<file path="src/rtl/bist_controller.sv">
// BIST sequencer: seeds the pattern generator, runs NPAT patterns, flushes the
// CUT pipeline into the MISR, then compares the signature against GOLDEN.
module bist_controller #(
  parameter int                NPAT   = 255,
  parameter int                CNT_W  = 8,
  parameter int                LAT    = 1,
  parameter int                SIG_W  = 3,
  parameter logic [SIG_W-1:0]  GOLDEN = 3'b101
) (
  input  logic             CLK,
  input  logic             RST,
  input  logic             START,
  input  logic             ABORT,
  input  logic [SIG_W-1:0] SIG,
  output logic             TEST_MODE,
  output logic             TPG_LOAD,
  output logic             TPG_EN,
  output logic             MISR_CLR,
  output logic             MISR_EN,
  output logic [CNT_W-1:0] PAT_CNT,
  output logic             BUSY,
  output logic             DONE,
  output logic             PASS,
  output logic             FAIL
);

  // A pattern counter that could wrap, or a latency the flush counter cannot hold, is a build error.
  if (NPAT < 1 || NPAT > (2**CNT_W) - 1) begin : g_bad_npat
    $error("bist_controller: NPAT out of range for CNT_W");
  end
  if (LAT < 0 || LAT > 15) begin : g_bad_lat
    $error("bist_controller: LAT out of range 0..15");
  end

  localparam logic [2:0] S_IDLE  = 3'd0;
  localparam logic [2:0] S_INIT  = 3'd1;
  localparam logic [2:0] S_RUN   = 3'd2;
  localparam logic [2:0] S_FLUSH = 3'd3;
  localparam logic [2:0] S_CMP   = 3'd4;
  localparam logic [2:0] S_DONE  = 3'd5;

  localparam logic [CNT_W-1:0] LAST_PAT   = CNT_W'(NPAT - 1);
  localparam logic [3:0]       LAST_FLUSH = 4'(LAT - 1);

  logic [2:0]       state;
  logic [CNT_W-1:0] pat_cnt;
  logic [3:0]       flush_cnt;
  logic             pass_q;
  logic             fail_q;

  // START only acts from IDLE/DONE; ABORT only from the busy states and wins over START there.
  always_ff @(posedge CLK) begin
    if (RST) begin
      state     <= S_IDLE;
      pat_cnt   <= '0;
      flush_cnt <= '0;
      pass_q    <= 1'b0;
      fail_q    <= 1'b0;
    end else begin
      case (state)
        S_IDLE, S_DONE: begin
          if (START) begin
            state   <= S_INIT;
            pat_cnt <= '0;
            pass_q  <= 1'b0;
            fail_q  <= 1'b0;
          end
        end
        default: begin
          if (ABORT) begin
            state   <= S_IDLE;
            pat_cnt <= '0;
            pass_q  <= 1'b0;
            fail_q  <= 1'b0;
          end else begin
            case (state)
              S_INIT: state <= S_RUN;
              S_RUN: begin
                pat_cnt <= pat_cnt + 1'b1;
                if (pat_cnt == LAST_PAT) begin
                  flush_cnt <= '0;
                  state     <= (LAT == 0) ? S_CMP : S_FLUSH;
                end
              end
              S_FLUSH: begin
                flush_cnt <= flush_cnt + 1'b1;
                if (flush_cnt == LAST_FLUSH) state <= S_CMP;
              end
              S_CMP: begin
                pass_q <= (SIG == GOLDEN);
                fail_q <= (SIG != GOLDEN);
                state  <= S_DONE;
              end
              default: state <= S_IDLE;
            endcase
          end
        end
      endcase
    end
  end

  // Control strobes are pure state decodes so they are glitch-free relative to the state register.
  assign TEST_MODE = (state == S_INIT) || (state == S_RUN) || (state == S_FLUSH) || (state == S_CMP);
  assign TPG_LOAD  = (state == S_INIT);
  assign MISR_CLR  = (state == S_INIT);
  assign TPG_EN    = (state == S_RUN);
  assign MISR_EN   = (state == S_RUN) || (state == S_FLUSH);
  assign BUSY      = TEST_MODE;
  assign DONE      = (state == S_DONE);
  assign PASS      = pass_q;
  assign FAIL      = fail_q;
  assign PAT_CNT   = pat_cnt;

endmodule
</file>
<file path="config.mk">
export PLATFORM = sky130hd
export DESIGN_NAME = bist_controller
export DESIGN_NICKNAME = d
export VERILOG_FILES = /design/src/rtl/bist_controller.sv
export SDC_FILE = /design/constraint.sdc
export NUM_CORES = 1
export LEC_CHECK = 0
export CAP_MARGIN = 40
export CORE_MARGIN = 2
export CORE_UTILIZATION = 40
export DETAILED_ROUTE_END_ITERATION = 10
export DONT_BUFFER_PORTS = 1
export HOLD_SLACK_MARGIN = 0.1
export PLACE_DENSITY = 0.59
export SYNTH_ARGS = -nofsm -noshare
export SYNTH_HDL_FRONTEND = slang
export SYNTH_SLANG_ARGS = --single-unit
</file>
<file path="constraint.sdc">
create_clock -name CLK -period 2 [get_ports CLK]
set_input_delay 0.1 -clock CLK [delete_from_list [all_inputs] [get_ports CLK]]
set_output_delay 0.1 -clock CLK [all_outputs]
set_load 0.01 [all_outputs]
</file>
-- Word-level counts from Yosys, hierarchy flattened
Cells that the tools add are included.
- bitwise operators: 2
- mux-type cells: 19
- multiply operators: 0
- div/mod/pow operators: 0
- reduce and logical (&&, ||, !) cells: 14
- magnitude comparators: 0
- add/subtract/negate cells: 2
- equality and inequality tests: 12
- shifts and indexed selects: 0
- operator list (operator ; number):
    two-way mux 8 bit ; 4
    two-way mux 3 bit ; 5
    case mux 3 bit (4 select lines) ; 1
    == test 3 bit (second input constant) ; 3
    adder 8 x 1 -> 8 bit (second input constant) ; 1
    == test 8 bit (second input constant) ; 1
    case mux 4 bit (2 select lines) ; 1
    two-way mux 1 bit ; 7
    == test 3 x 2 -> 1 bit (second input constant) ; 2
    nonzero test 3 bit ; 2
    adder 4 x 1 -> 4 bit (second input constant) ; 1
    logical NOT 4 bit ; 1
    logical OR 1 bit ; 4
    two-way mux 4 bit ; 1
    inequality test 4 x 2 -> 1 bit (second input constant) ; 1
    inequality test 4 x 3 -> 1 bit (second input constant) ; 1
    AND reduction 2 bit ; 2
    AND reduction 4 bit ; 1
    == test 3 x 1 -> 1 bit (second input constant) ; 1
    logical NOT 3 bit ; 1
    inequality test 3 bit (second input constant) ; 1
    AND reduction 3 bit ; 1
    inequality test 2 x 1 -> 1 bit (second input constant) ; 1
    inequality test 2 bit (second input constant) ; 1
    other kinds (3) ; 4
- memory bits (writable): 0
- bits in read-only memories: 0
- register bits after elaboration: 17
- output and inout bits: 17
- bits in latches: 0
- input port bits: 7
- memories kept: 0

-- Depth between registers and ports, before layout
- depth in word-level cells: 5
- gate-level depth with buffers: 6
- depth with buffers taken out: 6

-- Worst setup path after synthesis
Ideal clock, no wire load.
- path kind: register -> register
- start point: register pat_cnt[2] (netlist: PAT_CNT[2])
- end point: register pat_cnt[7] (netlist: PAT_CNT[7])
- slack: 455 ps
- setup time: 121 ps
- stages on the path, launching flop included: 5
- required time: 1879 ps
- clock period less this slack: 1545 ps
- buffers on the path: 0
- data arrival time: 1424 ps
- cells stage by stage: dfxtp_1 > nand2_1 > or3_1 > nor3_1 > mux2_4
- cells in the longest elaborated chain, start to end: 4
- ends and longest elaborated chain (what ; line ; text):
    from (decl) ; 46 ; logic [CNT_W-1:0] pat_cnt;
    from (signal assigned) ; 79 ; pat_cnt <= pat_cnt + 1'b1;
    adder 8 x 1 -> 8 bit ; 79 ;
    two-way mux 8 bit ; 76 ; case (state)
    two-way mux 8 bit ; 70 ; if (ABORT) begin
    two-way mux 8 bit ; 60 ; case (state)
Every way passes these cells. The select of a mux whose other input is x is not followed.
A chain may end at the register's enable or synchronous reset.

-- Final worst setup path
- start point: register state[2]
- end point: register pat_cnt[7] (netlist: PAT_CNT[7])
- cells in the longest elaborated chain, start to end: 4
- elaborated cells between the ends (all ways): 8
- those cells by class: eq/ne: 3; mux: 1; reduce/logical: 4
- ends and longest elaborated chain (what ; line ; text):
    from (decl) ; 45 ; logic [2:0] state;
    from (signal assigned) ; 82 ; state <= (LAT == 0) ? S_CMP : S_FLUSH;
    == test 3 bit or logical NOT 3 bit (tied branches) ; 60 ;
    OR reduction 2 bit ; 60 ;
    inequality test 2 bit (no source line) or nonzero test 3 bit (tied branches) ; -- ;
    AND reduction 2 bit (no source line) ; -- ;
Parallel ways exist; a longest one is shown, timed or not.

==> run metrics <==
run status=complete, no violations; post-synthesis mux area share=1.37%; post_cts resized=0; DR WL/cell=14.9 um; CP Data Required Time=between 2000 and 2500 ps; DR vias/cell=5.91; clock-pin slew on the worst setup and hold paths=120 ps; R2R setup slack=170 ps; Setup Viol. Count Final=0; area of the mapped netlist=1100 sq um; Power, Total=666 uW; min cycle time layout=~1800 ps; Layout area overhead=6.60%; placer congestion estimate=0.776; Setup TNS=0 ps; Critical Path Sink Type=flip-flop; post-synthesis cell count=132; Netlist cell types=just over 40; share of the synthesized netlist area taken by xor and xnor gates=~1.6%; hold slack=105 ps; # hold bufs at CTS=5; hold path startpoint=START; Worst-Skew Late Latency=310 ps; hpwl dp=1840 um; CORE AREA=~2700 sq um; PortBufs=0; most frequent cells in the layout=dfxtp_1, nor2_1, a21oi_1; # rows=19; final worst-path cycle share=91.7%; post-synth top area cell=dfxtp_1; Seq cells post-synth=17; Sink Count=17; diode count=0; Leak=0.000390 uW; Async S/R FF share, synth=0%; WS Path Type=reg -> reg; vias in the first global route=922; CTS root buffer=clkbuf_4; max incr delay on CP=540 ps; VDD IR-drop max=0.406 mV; # Post-CTS Setup Buffers=0; I/O pin cnt=24; main combinational cell family by area after synthesis=simple AND/OR/NAND/NOR gates; Die X=56.4 um; CTS buffer count=3; H-tree lvl count=1; syn avg cell area=8.33 sq um; Longest Clk Path Bufs=2; Die ar.=3180 sq um; Final Skew=11.4 ps; total wire length=around 2500 um; Worst Max-Slew Pin Slew=492 ps; EDFF count, synth=0; Max Slew Vio Count=0; data arrival time of the critical path=~2000 ps; crit-path cells=xnor2_1 -> nor3b_4 -> nor3_1 -> mux2_4; Mapped Nets=143; post-layout util=43.6%; Synth Area in Adders=5.46%; Synth Area in Compound Gates=20.0%; slowest stage cell on the critical path=dfxtp_1; drt pass-1 iters=4; Antenna Nets Post-Route=0; Power per Cell Area=568 nW/um^2; Hold Fails Final Rpt=0; dpl cells=approximately 160; CP max FO=14; first-pass GRT wire length=4080 um; synth warn=0; RSZ-0062 raised after global routing=false; DR iter-0 viols=36; final net count=about 150; via count=987; Crit path max-delay family=simple AND/OR/NAND/NOR gates; Fillers=276; Max-slew headroom=around two thirds; Synth top area share=30.9%; Most used DFF post-synth=dfxtp_1; initial core utilization=40.9%; antenna violations before repair=0; pin count of the biggest net entering global routing=15; Critical Path Source Type=flip-flop; top cells by area, synth=dfxtp_1, nor2_1, a21oi_1; share of cells above drive strength 1=between 10% and 20%; GR Overflow Total=0; All-Layer GR Usage=approximately 16%; final cell count without fillers=167; CTS tree=built; most common cell after layout, fill and taps aside=dfxtp_1; HP Class=in -> reg; Seq/Total Area, Yosys=30.9%; Fmax=approximately 550 MHz; Worst Path Buf+Inv=0; drt drc=0; Worst R2R Start=state[2]; Die Span Y=56.4 um; Simple-Gate Fraction of Synth Area=30.8%; crit path launch=state[2]; max cap viols=0
==> final timing paths <==
kind                   to  cells past startpoint
max            PAT_CNT[7]                      4
min              state[2]                      4
max reg2reg    PAT_CNT[7]                      4
min reg2reg  flush_cnt[1]                      2
==> sequential cells by signal (all words and copies together) (netlist names) <==
| register | flops |
|---|---|
| flush_cnt | 4 |
| PAT_CNT | 8 |
| PASS | 1 |
| state | 3 |
| FAIL | 1 |
==> metrics by stage <==
stage	setup WS [ps]	area, sq um
after CTS	184	1170
final	166	1170
after global routing	35.7	1170
after global placement	240	1090
after floorplan	455	1100
after detailed placement	181	1090
==> layout make-up <==
cell class | count | area (sq um) | area share (%)
clock buffer | 3 | 22.5 | 1.92
clock inverter | 1 | 5.00 | 0.427
inverter | 7 | 26.3 | 2.24
multi-input combinational | 98 | 652 | 55.6
sequential | 17 | 340 | 29.0
tap | 31 | 38.8 | 3.31
timing repair buffer | 10 | 87.6 | 7.47
==> cells in the mapped netlist (2+ instances only) <==
cell,n
dfxtp_1,17
nor2_1,15
a21oi_1,10
nand2_1,9
nor3_1,9
inv_1,7
o21ai_0,5
buf_6,4
ha_1,4
buf_4,3
nand3_1,3
nor4b_1,3
o31ai_1,3
or3_1,3
or4_1,3
a311oi_1,2
a31oi_1,2
a32o_1,2
and2_1,2
buf_2,2
o31a_1,2
or3b_1,2
xnor2_1,2
==> cell families after synthesis <==
family / after synthesis
DFF: 17
AOI/OAI and AO/OA: 32
xor gates and xnor gates: 2
and+or+nand+nor: 58
muxes: 1
buffers and inverters: 17
adders and majority gates: 5
==> routing by layer <==
| metal | vias up | wire (um) | global-route usage (%) |
|---|---|---|---|
| met5 | - | 0 | 0 |
| met4 | 0 | 16 | 3.06 |
| met3 | 2 | 119 | 5.99 |
| met2 | 22 | 1310 | 30.1 |
| met1 | 472 | 1040 | 17.6 |
| li1 | 491 | - | - |
==> tightest hold or removal path, cell delays in order <==
cell	delay, ps
nand2_1	30
o211ai_1	70
o31a_1	130
nor2_1	30
==> where the power goes <==
part | total [uW] | switching [uW] | internal (uW) | leakage [uW]
logic | 110 | 66.7 | 42.9 | 0.000235
clock network | 199 | 125 | 74.6 | 0.0000177
registers | 356 | 12.2 | 344 | 0.000137
total | 666 | 204 | 462 | 0.000390
Note: power is estimated with default switching activity, not from simulation.
